--- config.mk ---
export PLATFORM = sky130hd
export DESIGN_NAME = fetch_unit
export DESIGN_NICKNAME = d
export VERILOG_FILES = /design/src/rtl/fetch_pkg.sv /design/src/rtl/fetch_pc.sv /design/src/rtl/fetch_unit.sv
export SDC_FILE = /design/constraint.sdc
export NUM_CORES = 1
export LEC_CHECK = 0
export ABC_CLOCK_PERIOD_IN_PS = 1500
export CAP_MARGIN = 20
export CORE_UTILIZATION = 39
export DETAILED_ROUTE_END_ITERATION = 10
export PLACE_DENSITY = 0.79
export REMOVE_ABC_BUFFERS = 1
export SETUP_SLACK_MARGIN = 0.4
export SYNTH_ARGS = -nofsm -noshare
export SYNTH_HDL_FRONTEND = slang
export SYNTH_SLANG_ARGS = --single-unit
export TNS_END_PERCENT = 50
--- constraint.sdc ---
create_clock -name clk -period 1.5 [get_ports clk]
set_input_delay 0.225 -clock clk [delete_from_list [all_inputs] [get_ports clk]]
set_output_delay 0.225 -clock clk [all_outputs]
set_load 0.02 [all_outputs]
--- src/rtl/fetch_pkg.sv ---
`default_nettype none
// ============================================================================
// Module      : fetch_pkg
// Description : Shared widths, STOP opcode encoding and fetch state type for
//               the DAPA2014 instruction fetch stage.
// Revision    : 1.0 - initial release
// ============================================================================
package fetch_pkg;

  localparam int FETCH_PC_W    = 8;
  localparam int FETCH_INSTR_W = 16;

  // Opcode field position inside an instruction word
  localparam int OPC_HI = 15;
  localparam int OPC_LO = 11;

  localparam logic [OPC_HI-OPC_LO:0] OPC_STOP = 5'b10111;

  typedef enum logic [0:0] {
    FETCH = 1'b0,
    HALT  = 1'b1
  } fetch_state_t;

  // Extract the opcode field of a 16-bit instruction word
  function automatic logic [OPC_HI-OPC_LO:0] opcode_of(input logic [FETCH_INSTR_W-1:0] word);
    return word[OPC_HI:OPC_LO];
  endfunction

endpackage
`default_nettype wire

--- src/rtl/fetch_pc.sv ---
`default_nettype none
// ============================================================================
// Module      : fetch_pc
// Description : Program counter register with incrementer and redirect/hold
//               mux. load has priority over inc; arithmetic wraps modulo
//               2^PC_W.
// Revision    : 1.0 - initial release
// ============================================================================
module fetch_pc #(
  parameter int              PC_W     = 8,
  parameter logic [PC_W-1:0] RESET_PC = '0
) (
  input  logic            clk,
  input  logic            rst_n,
  input  logic            inc,
  input  logic            load,
  input  logic [PC_W-1:0] target,
  output logic [PC_W-1:0] pc
);

  localparam logic [PC_W-1:0] PC_ONE = {{(PC_W-1){1'b0}}, 1'b1};

  logic [PC_W-1:0] pc_d;
  logic [PC_W-1:0] pc_q;

  // Next PC: redirect wins over sequential advance, otherwise hold
  always_comb begin
    pc_d = pc_q;
    if (load) begin
      pc_d = target;
    end else if (inc) begin
      pc_d = pc_q + PC_ONE;
    end
  end

  // PC register
  always_ff @(posedge clk or negedge rst_n) begin
    if (!rst_n) begin
      pc_q <= RESET_PC;
    end else begin
      pc_q <= pc_d;
    end
  end

  assign pc = pc_q;

endmodule
`default_nettype wire

--- src/rtl/fetch_unit.sv ---
`default_nettype none
// ============================================================================
// Module      : fetch_unit
// Description : Instruction fetch stage. Drives the program-memory address
//               from the PC, registers the returned word and hands it to
//               decode over a valid/ready handshake. Branch redirects from
//               decode flush the presented instruction.
//               Define FETCH_HALT_EN to enable STOP detection, the HALT state,
//               the halted output and resume; otherwise STOP is an ordinary
//               instruction and halted is tied low.
// Revision    : 1.0 - initial release
// ============================================================================
module fetch_unit
  import fetch_pkg::*;
#(
  parameter int              PC_W     = FETCH_PC_W,
  parameter int              INSTR_W  = FETCH_INSTR_W,
  parameter logic [PC_W-1:0] RESET_PC = '0
) (
  input  logic               clk,
  input  logic               rst_n,
  output logic [PC_W-1:0]    addr,
  input  logic [INSTR_W-1:0] data,
  output logic [INSTR_W-1:0] instr,
  output logic [PC_W-1:0]    instr_pc,
  output logic               instr_valid,
  input  logic               instr_ready,
  input  logic               br_take,
  input  logic [PC_W-1:0]    br_target,
  input  logic               resume,
  output logic               halted
);

  fetch_state_t       state_d, state_q;
  logic [INSTR_W-1:0] instr_d, instr_q;
  logic [PC_W-1:0]    instr_pc_d, instr_pc_q;
  logic               instr_valid_d, instr_valid_q;

  logic               pc_inc;
  logic               pc_load;
  logic [PC_W-1:0]    pc;
  logic               stop_hit;

`ifdef FETCH_HALT_EN
  assign stop_hit = (opcode_of(data[FETCH_INSTR_W-1:0]) == OPC_STOP);
  assign halted   = (state_q == HALT);
`else
  assign stop_hit = 1'b0;
  assign halted   = 1'b0;
`endif

  fetch_pc #(
    .PC_W     (PC_W),
    .RESET_PC (RESET_PC)
  ) u_fetch_pc (
    .clk    (clk),
    .rst_n  (rst_n),
    .inc    (pc_inc),
    .load   (pc_load),
    .target (br_target),
    .pc     (pc)
  );

  // Next-state, instruction register update and PC control
  always_comb begin
    state_d       = state_q;
    instr_d       = instr_q;
    instr_pc_d    = instr_pc_q;
    instr_valid_d = instr_valid_q;
    pc_inc        = 1'b0;
    pc_load       = 1'b0;

    if (br_take) begin
      // Redirect flushes whatever is presented, including a STOP
      pc_load       = 1'b1;
      instr_valid_d = 1'b0;
      state_d       = FETCH;
    end else begin
      case (state_q)
        FETCH: begin
          if (!instr_valid_q || instr_ready) begin
            instr_d       = data;
            instr_pc_d    = pc;
            instr_valid_d = 1'b1;
            // A STOP keeps the PC parked on its own address
            if (stop_hit) begin
              state_d = HALT;
            end else begin
              pc_inc = 1'b1;
            end
          end
        end
        HALT: begin
          if (instr_ready) begin
            instr_valid_d = 1'b0;
          end
          if (resume) begin
            pc_inc  = 1'b1;
            state_d = FETCH;
          end
        end
        default: begin
          state_d = FETCH;
        end
      endcase
    end
  end

  // State and instruction register
  always_ff @(posedge clk or negedge rst_n) begin
    if (!rst_n) begin
      state_q       <= FETCH;
      instr_q       <= '0;
      instr_pc_q    <= '0;
      instr_valid_q <= 1'b0;
    end else begin
      state_q       <= state_d;
      instr_q       <= instr_d;
      instr_pc_q    <= instr_pc_d;
      instr_valid_q <= instr_valid_d;
    end
  end

  assign addr        = pc;
  assign instr       = instr_q;
  assign instr_pc    = instr_pc_q;
  assign instr_valid = instr_valid_q;

endmodule
`default_nettype wire

==> out/qor.yml, run 1 <==
synthAdderAreaFrac: 0.00792
grt_util_met2: 0.323
antenna_found_initial: 0
cts_tree: "built"
outcome: "finished clean"
drt-initial-drc-count: 30
synth_xor_area_frac: 0.0333
grt_pass1_wl_um: 6250
final_common_cell: "dfrtp_1"
dp_cells: 226
yosysSeqAreaShare: 0.539
dp.final_hpwl_um: 2580
num_rows: 22
finalCritPeriodShare: 0.983
fin_ws_ns: 0.0252
grt_usage: 0.198
grt_use_met3: 0.0434
cts_sinks: 34
synth_edf_count: 0
numCtsBuffers: 5
cpPeakStageDelay_ns: 0.38
drt_first_pass_iters: 4
period_minus_slack_ns: 1.47
busiest_layer: "met2"
syn_to_final_growth_pct: 58.2
gp_congestion: 0.842
initial_utilization: 0.419
yosysWarnings: 0
skew_ns: 0.00619
setup_tns_ns: 0
slew_violations: 0
crit_arrival_ns: 1.66
ir_worst_vdd_uv: 690
vias_per_cell: 4.98
holdWs_ns: 0.488
synth_area_mm2: 0.00158
layout_common_cells: "dfrtp_1, clkdlybuf4s50_1, mux2_4, buf_4, buf_2"
grt_pass1_vias: 1297
die_w_um: 65.6
crit_fanout: 6
drive_gt1_frac: 0.507
die_area_mm2: 0.00431
fmax_mhz: 678
diodes: 0
ant_nets: 0
cp-start-kind: "register"
wl_per_cell_um: 16.4
pre_cts_ws_ns: -0.294
maxCapViolCount: 0
syn_inst: 115
cp-end-kind: "register"
hold_path.class: "in2async"
crit_slowest_cell: "dfrtp_1"
ios: 63
clock_path_buffers: 2
synth_compound_area_frac: 0.0365
die_h_um: 65.6
criticalPathCategory: "reg2reg"
synth_top_family_by_area: "multiplexers"
yosys_most_used_dff: "dfrtp_1"
setup_viol: 0
synthSimpleGateAreaFrac: 0.120
core_mm2: 0.00377
syn_avg_cell_area_um2: 13.7
power_density_mw_per_mm2: 1130
vias: 1240
rsz0062_at_grt: "yes"
total_power_mw: 2.83
cp_cell_sequence: "nor2b_4 -> or3_4 -> buf_4 -> mux2_4"
leakagePower_nw: 1.14
grtUsageMet1: 0.256
ys_ff_latch: 34
grt_start_max_net_pins: 35
io_buffers: 61
routed_wl_um: 4090
cts-root-buf: "clkbuf_8"
required_ns: 1.68
final_cells: 249
clkSlewWorstSetupHoldPaths_ns: 0.07
yosysUniqueCellTypes: 30
nets: 230
synthMuxAreaShare: 0.213
drcViolationCount: 0
htree_levels: 2
clock_latency_ns: 0.29
final-hold-violation-count: 0
grt-ovfl-total: 0
synthArstFlopShare: 1.00
-- metal layers --
| metal | routed length (µm) | share of wire |
|---|---|---|
| met4 | 44 | 0.011 |
| met2 | 2100 | 0.51 |
| met1 | 1650 | 0.40 |
| met3 | 301 | 0.074 |
| met5 | 0 | 0 |
-- path summary, 6_finish.rpt --
path / start / endpoint / slack [ns] / depth (start not counted)
worst max-delay path: instr_valid / instr[1] / 0.03 / 4
worst min-delay path: rst_n / u_fetch_pc.pc[5] / 0.49 / 3
worst max register to register: instr_valid / instr[1] / 0.03 / 4
worst min register to register: instr[9] / instr[9] / 0.51 / 1
max in group asynchronous: rst_n / u_fetch_pc.pc[0] / 0.68 / 3
min in group clk: br_target[4] / u_fetch_pc.pc[4] / 0.49 / 3
-- worst max-delay path: cells and delay by family (launching register included) --
kind	cells	cell delay, ns
mux	1	0.29
simple gates	2	0.50
buf+inv	1	0.18
flops	1	0.38
-- sequential cells by signal, indices dropped and copies added, names as in the netlist --
register and flops:
instr 16, instr_valid 1, instr_pc 8, state_q 1
u_fetch_pc.pc 8
-- metrics by stage --
| stage | area, µm² | utilization |
|---|---|---|
| floorplan | 1510 | - |
| global placement | 2240 | 0.594 |
| detailed placement | 2240 | 0.594 |
| CTS | 2450 | 0.651 |
| global route | 2500 | 0.662 |
| finish | 2500 | 0.662 |
-- kinds of logic (layout without fill, tap and decap cells) --
| family | after synthesis | after routing |
|---|---|---|
| adder cells (fa/ha/maj) | 1 | 1 |
| XOR/XNOR | 6 | 6 |
| multiplexers | 24 | 24 |
| AND/OR/NAND/NOR | 31 | 31 |
| AO/OA/AOI/OAI | 10 | 10 |
| other | 1 | 1 |
| flip-flops | 34 | 34 |
| buffers and inverters | 8 | 94 |
-- layout make-up --
cell class              count  area [µm²]
clock buffers               5        68.8
clock inverters             3        45.0
fillers                   257        1270
inverters                   1        3.75
multi-input cells          73         743
flip-flops and latches     34         856
well taps                  48        60.1
repair buffers             85         721
-- Yosys cell counts (2+ instances only) --
| master | n | share of area |
|---|---|---|
| dfrtp_1 | 34 | 0.54 |
| mux2_4 | 18 | 0.17 |
| nand2_1 | 10 | 0.024 |
| xnor2_1 | 6 | 0.033 |
| mux2_2 | 5 | 0.036 |
| o21ai_0 | 5 | 0.016 |
| nand3_1 | 3 | 0.0095 |
| nor2_1 | 3 | 0.0071 |
| nor2b_1 | 3 | 0.012 |
| o21ai_1 | 3 | 0.0095 |
| buf_12 | 2 | 0.025 |
| clkbuf_1 | 2 | 0.0048 |
| nor3_1 | 2 | 0.0063 |
| nor3b_1 | 2 | 0.0095 |
| nor4_2 | 2 | 0.016 |
-- repair_timing --
action | in CTS | in global routing
buffers inserted | 7 | 6
gates cloned | 1 | 0
hold buffers | 1 | 0
pin swaps | 5 | 3
gates resized for setup | 117 | 28
setup endpoints to repair | 66 | 61
hold endpoints to repair | 34 | 0
-- power breakdown --
group	switching (mW)	internal, mW
logic	0.405	0.442
clock network	0.340	0.494
registers	0.103	1.05
No activity file was read; power rests on OpenSTA's default activity.
==> inputs of run 2 (changes only) <==
Settings changed: PLACE_DENSITY 0.79 to 0.86, TNS_END_PERCENT 50 to not set.
==> run 2 against run 1 <==
The flow now finishes with violations (setup timing). Cell count is 2.0% higher. Clock-buffer cell count up 2. Utilization grew 0.90 points. Routed wire length up 7.7%. Sequential share of layout area decreased by 0.46 points. Final area is 1.4% higher. Critical path depth is the same. Die area stayed put. Clock power is 17% lower. Combinational power increased by 11%. Maximum frequency down 2.0%. Via count grew 3.1%.
==> out/qor.yml, run 2 (synthesis results as in run 1) <==
fin_ws_ns: -0.00421
antenna_found_initial: 0
power_density_mw_per_mm2: 1090
hold_path.class: "in2async"
grtUsageMet1: 0.245
busiest_layer: "met2"
initial_utilization: 0.419
final-hold-violation-count: 0
clock_path_buffers: 2
die_h_um: 65.6
ant_nets: 0
fillCellCount: 237
num_rows: 22
pre_cts_ws_ns: -0.254
wl_per_cell_um: 17.4
skew_ns: 0.00596
routed_wl_um: 4410
cts_tree: "built"
violations: "setup timing"
grt_use_met3: 0.0590
total_power_mw: 2.77
fmax_mhz: 665
grt_util_met2: 0.330
crit_fanout: 25
period_minus_slack_ns: 1.50
nets: 235
core_mm2: 0.00377
outcome: "finished with violations"
drt-initial-drc-count: 77
criticalPathCategory: "reg2reg"
largest_reg_flops: 16
layout_common_cells: "dfrtp_1, clkdlybuf4s50_1, buf_2, buf_4, mux2_4"
grt_start_max_net_pins: 35
ios: 63
gp_congestion: 0.808
final_common_cell: "dfrtp_1"
htree_levels: 2
required_ns: 1.67
grt-ovfl-total: 0
clock_latency_ns: 0.29
clkSlewWorstSetupHoldPaths_ns: 0.07
die_w_um: 65.6
diodes: 0
vias_per_cell: 5.04
drt_first_pass_iters: 4
drive_gt1_frac: 0.539
setup_viol: 1
cp-start-kind: "register"
cp-end-kind: "register"
holdWs_ns: 0.338
grt_usage: 0.201
leakagePower_nw: 1.16
grt_pass1_wl_um: 6440
crit_arrival_ns: 1.68
dp.final_hpwl_um: 2500
io_buffers: 61
cts-root-buf: "clkbuf_8"
ir_worst_vdd_uv: 359
grt_pass1_vias: 1320
maxCapViolCount: 0
numCtsBuffers: 5
finalCritPeriodShare: 1.00
syn_to_final_growth_pct: 60.3
drcViolationCount: 0
rsz0062_at_grt: "yes"
vias: 1279
die_area_mm2: 0.00431
cts_sinks: 34
slew_violations: 0
ctsHoldBuffers: 0
run 2: changes by cell type in the layout (fill, tap and decap cells not counted), sizes merged:
cell           before  now
dlygate4sd2         5    1
clkinvlp            2    0
clkinv              0    1
buf                42   62
bufinv              1    0
clkdlybuf4s50      26   27
clkbuf             16    7
dlygate4sd3         1    0
run 2: power breakdown:
part / switching, mW / internal, mW / total, mW / leakage (nW)
clock: 0.326 / 0.370 / 0.696 / 0.0482
sequential: 0.0891 / 1.05 / 1.14 / 0.400
combinational: 0.449 / 0.487 / 0.936 / 0.708
run 2: cell type report:
cell class,instances,area [µm²],area share
Multi-Input combinational cell,73,767,0.303
Tap cell,48,60.1,0.0237
Sequential cell,34,856,0.338
Inverter,1,3.75,0.00148
Clock inverter,1,5.00,0.00198
Clock buffer,7,86.3,0.0341
Timing Repair Buffer,90,753,0.298
run 2: what timing repair did:
item	4_1_cts	5_1_grt
gates resized for setup	168	18
setup buffers	11	11
gates cloned	0	0
pin swaps	6	7
setup endpoints to repair	66	43
run 2: metrics by stage:
stage	util	instances	setup TNS (ns)	instance area, µm²
2_1_floorplan	-	108	-9.61	1510
3_3_place_gp	0.595	224	-6.63	2240
3_5_place_dp	0.595	224	-6.94	2240
4_1_cts	0.630	243	0	2370
5_1_grt	0.671	254	-0.289	2530
6_report	0.671	254	-0.00421	2530
run 2: path summary, 6_finish.rpt:
kind                                   start                to  slack (ns)  depth (start not counted)
worst max-delay path             instr_valid       instr_pc[5]      -0.004                          4
worst min-delay path                   rst_n       instr_pc[0]        0.34                          2
worst max register to register   instr_valid       instr_pc[5]      -0.004                          4
worst min register to register     instr[11]         instr[11]        0.51                          1
max in group asynchronous              rst_n  u_fetch_pc.pc[1]        0.83                          2
min in group clk                br_target[4]  u_fetch_pc.pc[4]        0.49                          3
run 2: layer usage:
metal | share of wire | wire length [µm] | vias to the layer above
met5 | 0 | 0 | -
met4 | 0.031 | 138 | 0
met3 | 0.084 | 370 | 14
met2 | 0.47 | 2080 | 71
met1 | 0.41 | 1810 | 614
li1 | - | - | 580
run 2: worst max-delay path, cell delays in order, from the launching register on:
cell and delay, ns:
dfrtp_1 0.39, nor2b_1 0.15, or3_4 0.34, buf_12 0.18
mux2_4 0.32
==> inputs of run 3 (changes only) <==
Settings changed: ABC_CLOCK_PERIOD_IN_PS 1500 to not set, CAP_MARGIN 20 to not set, GPL_ROUTABILITY_DRIVEN set to 0.
==> results of run 3 <==
Same layout as run 2: the final DEF is identical, and so are final timing and power.
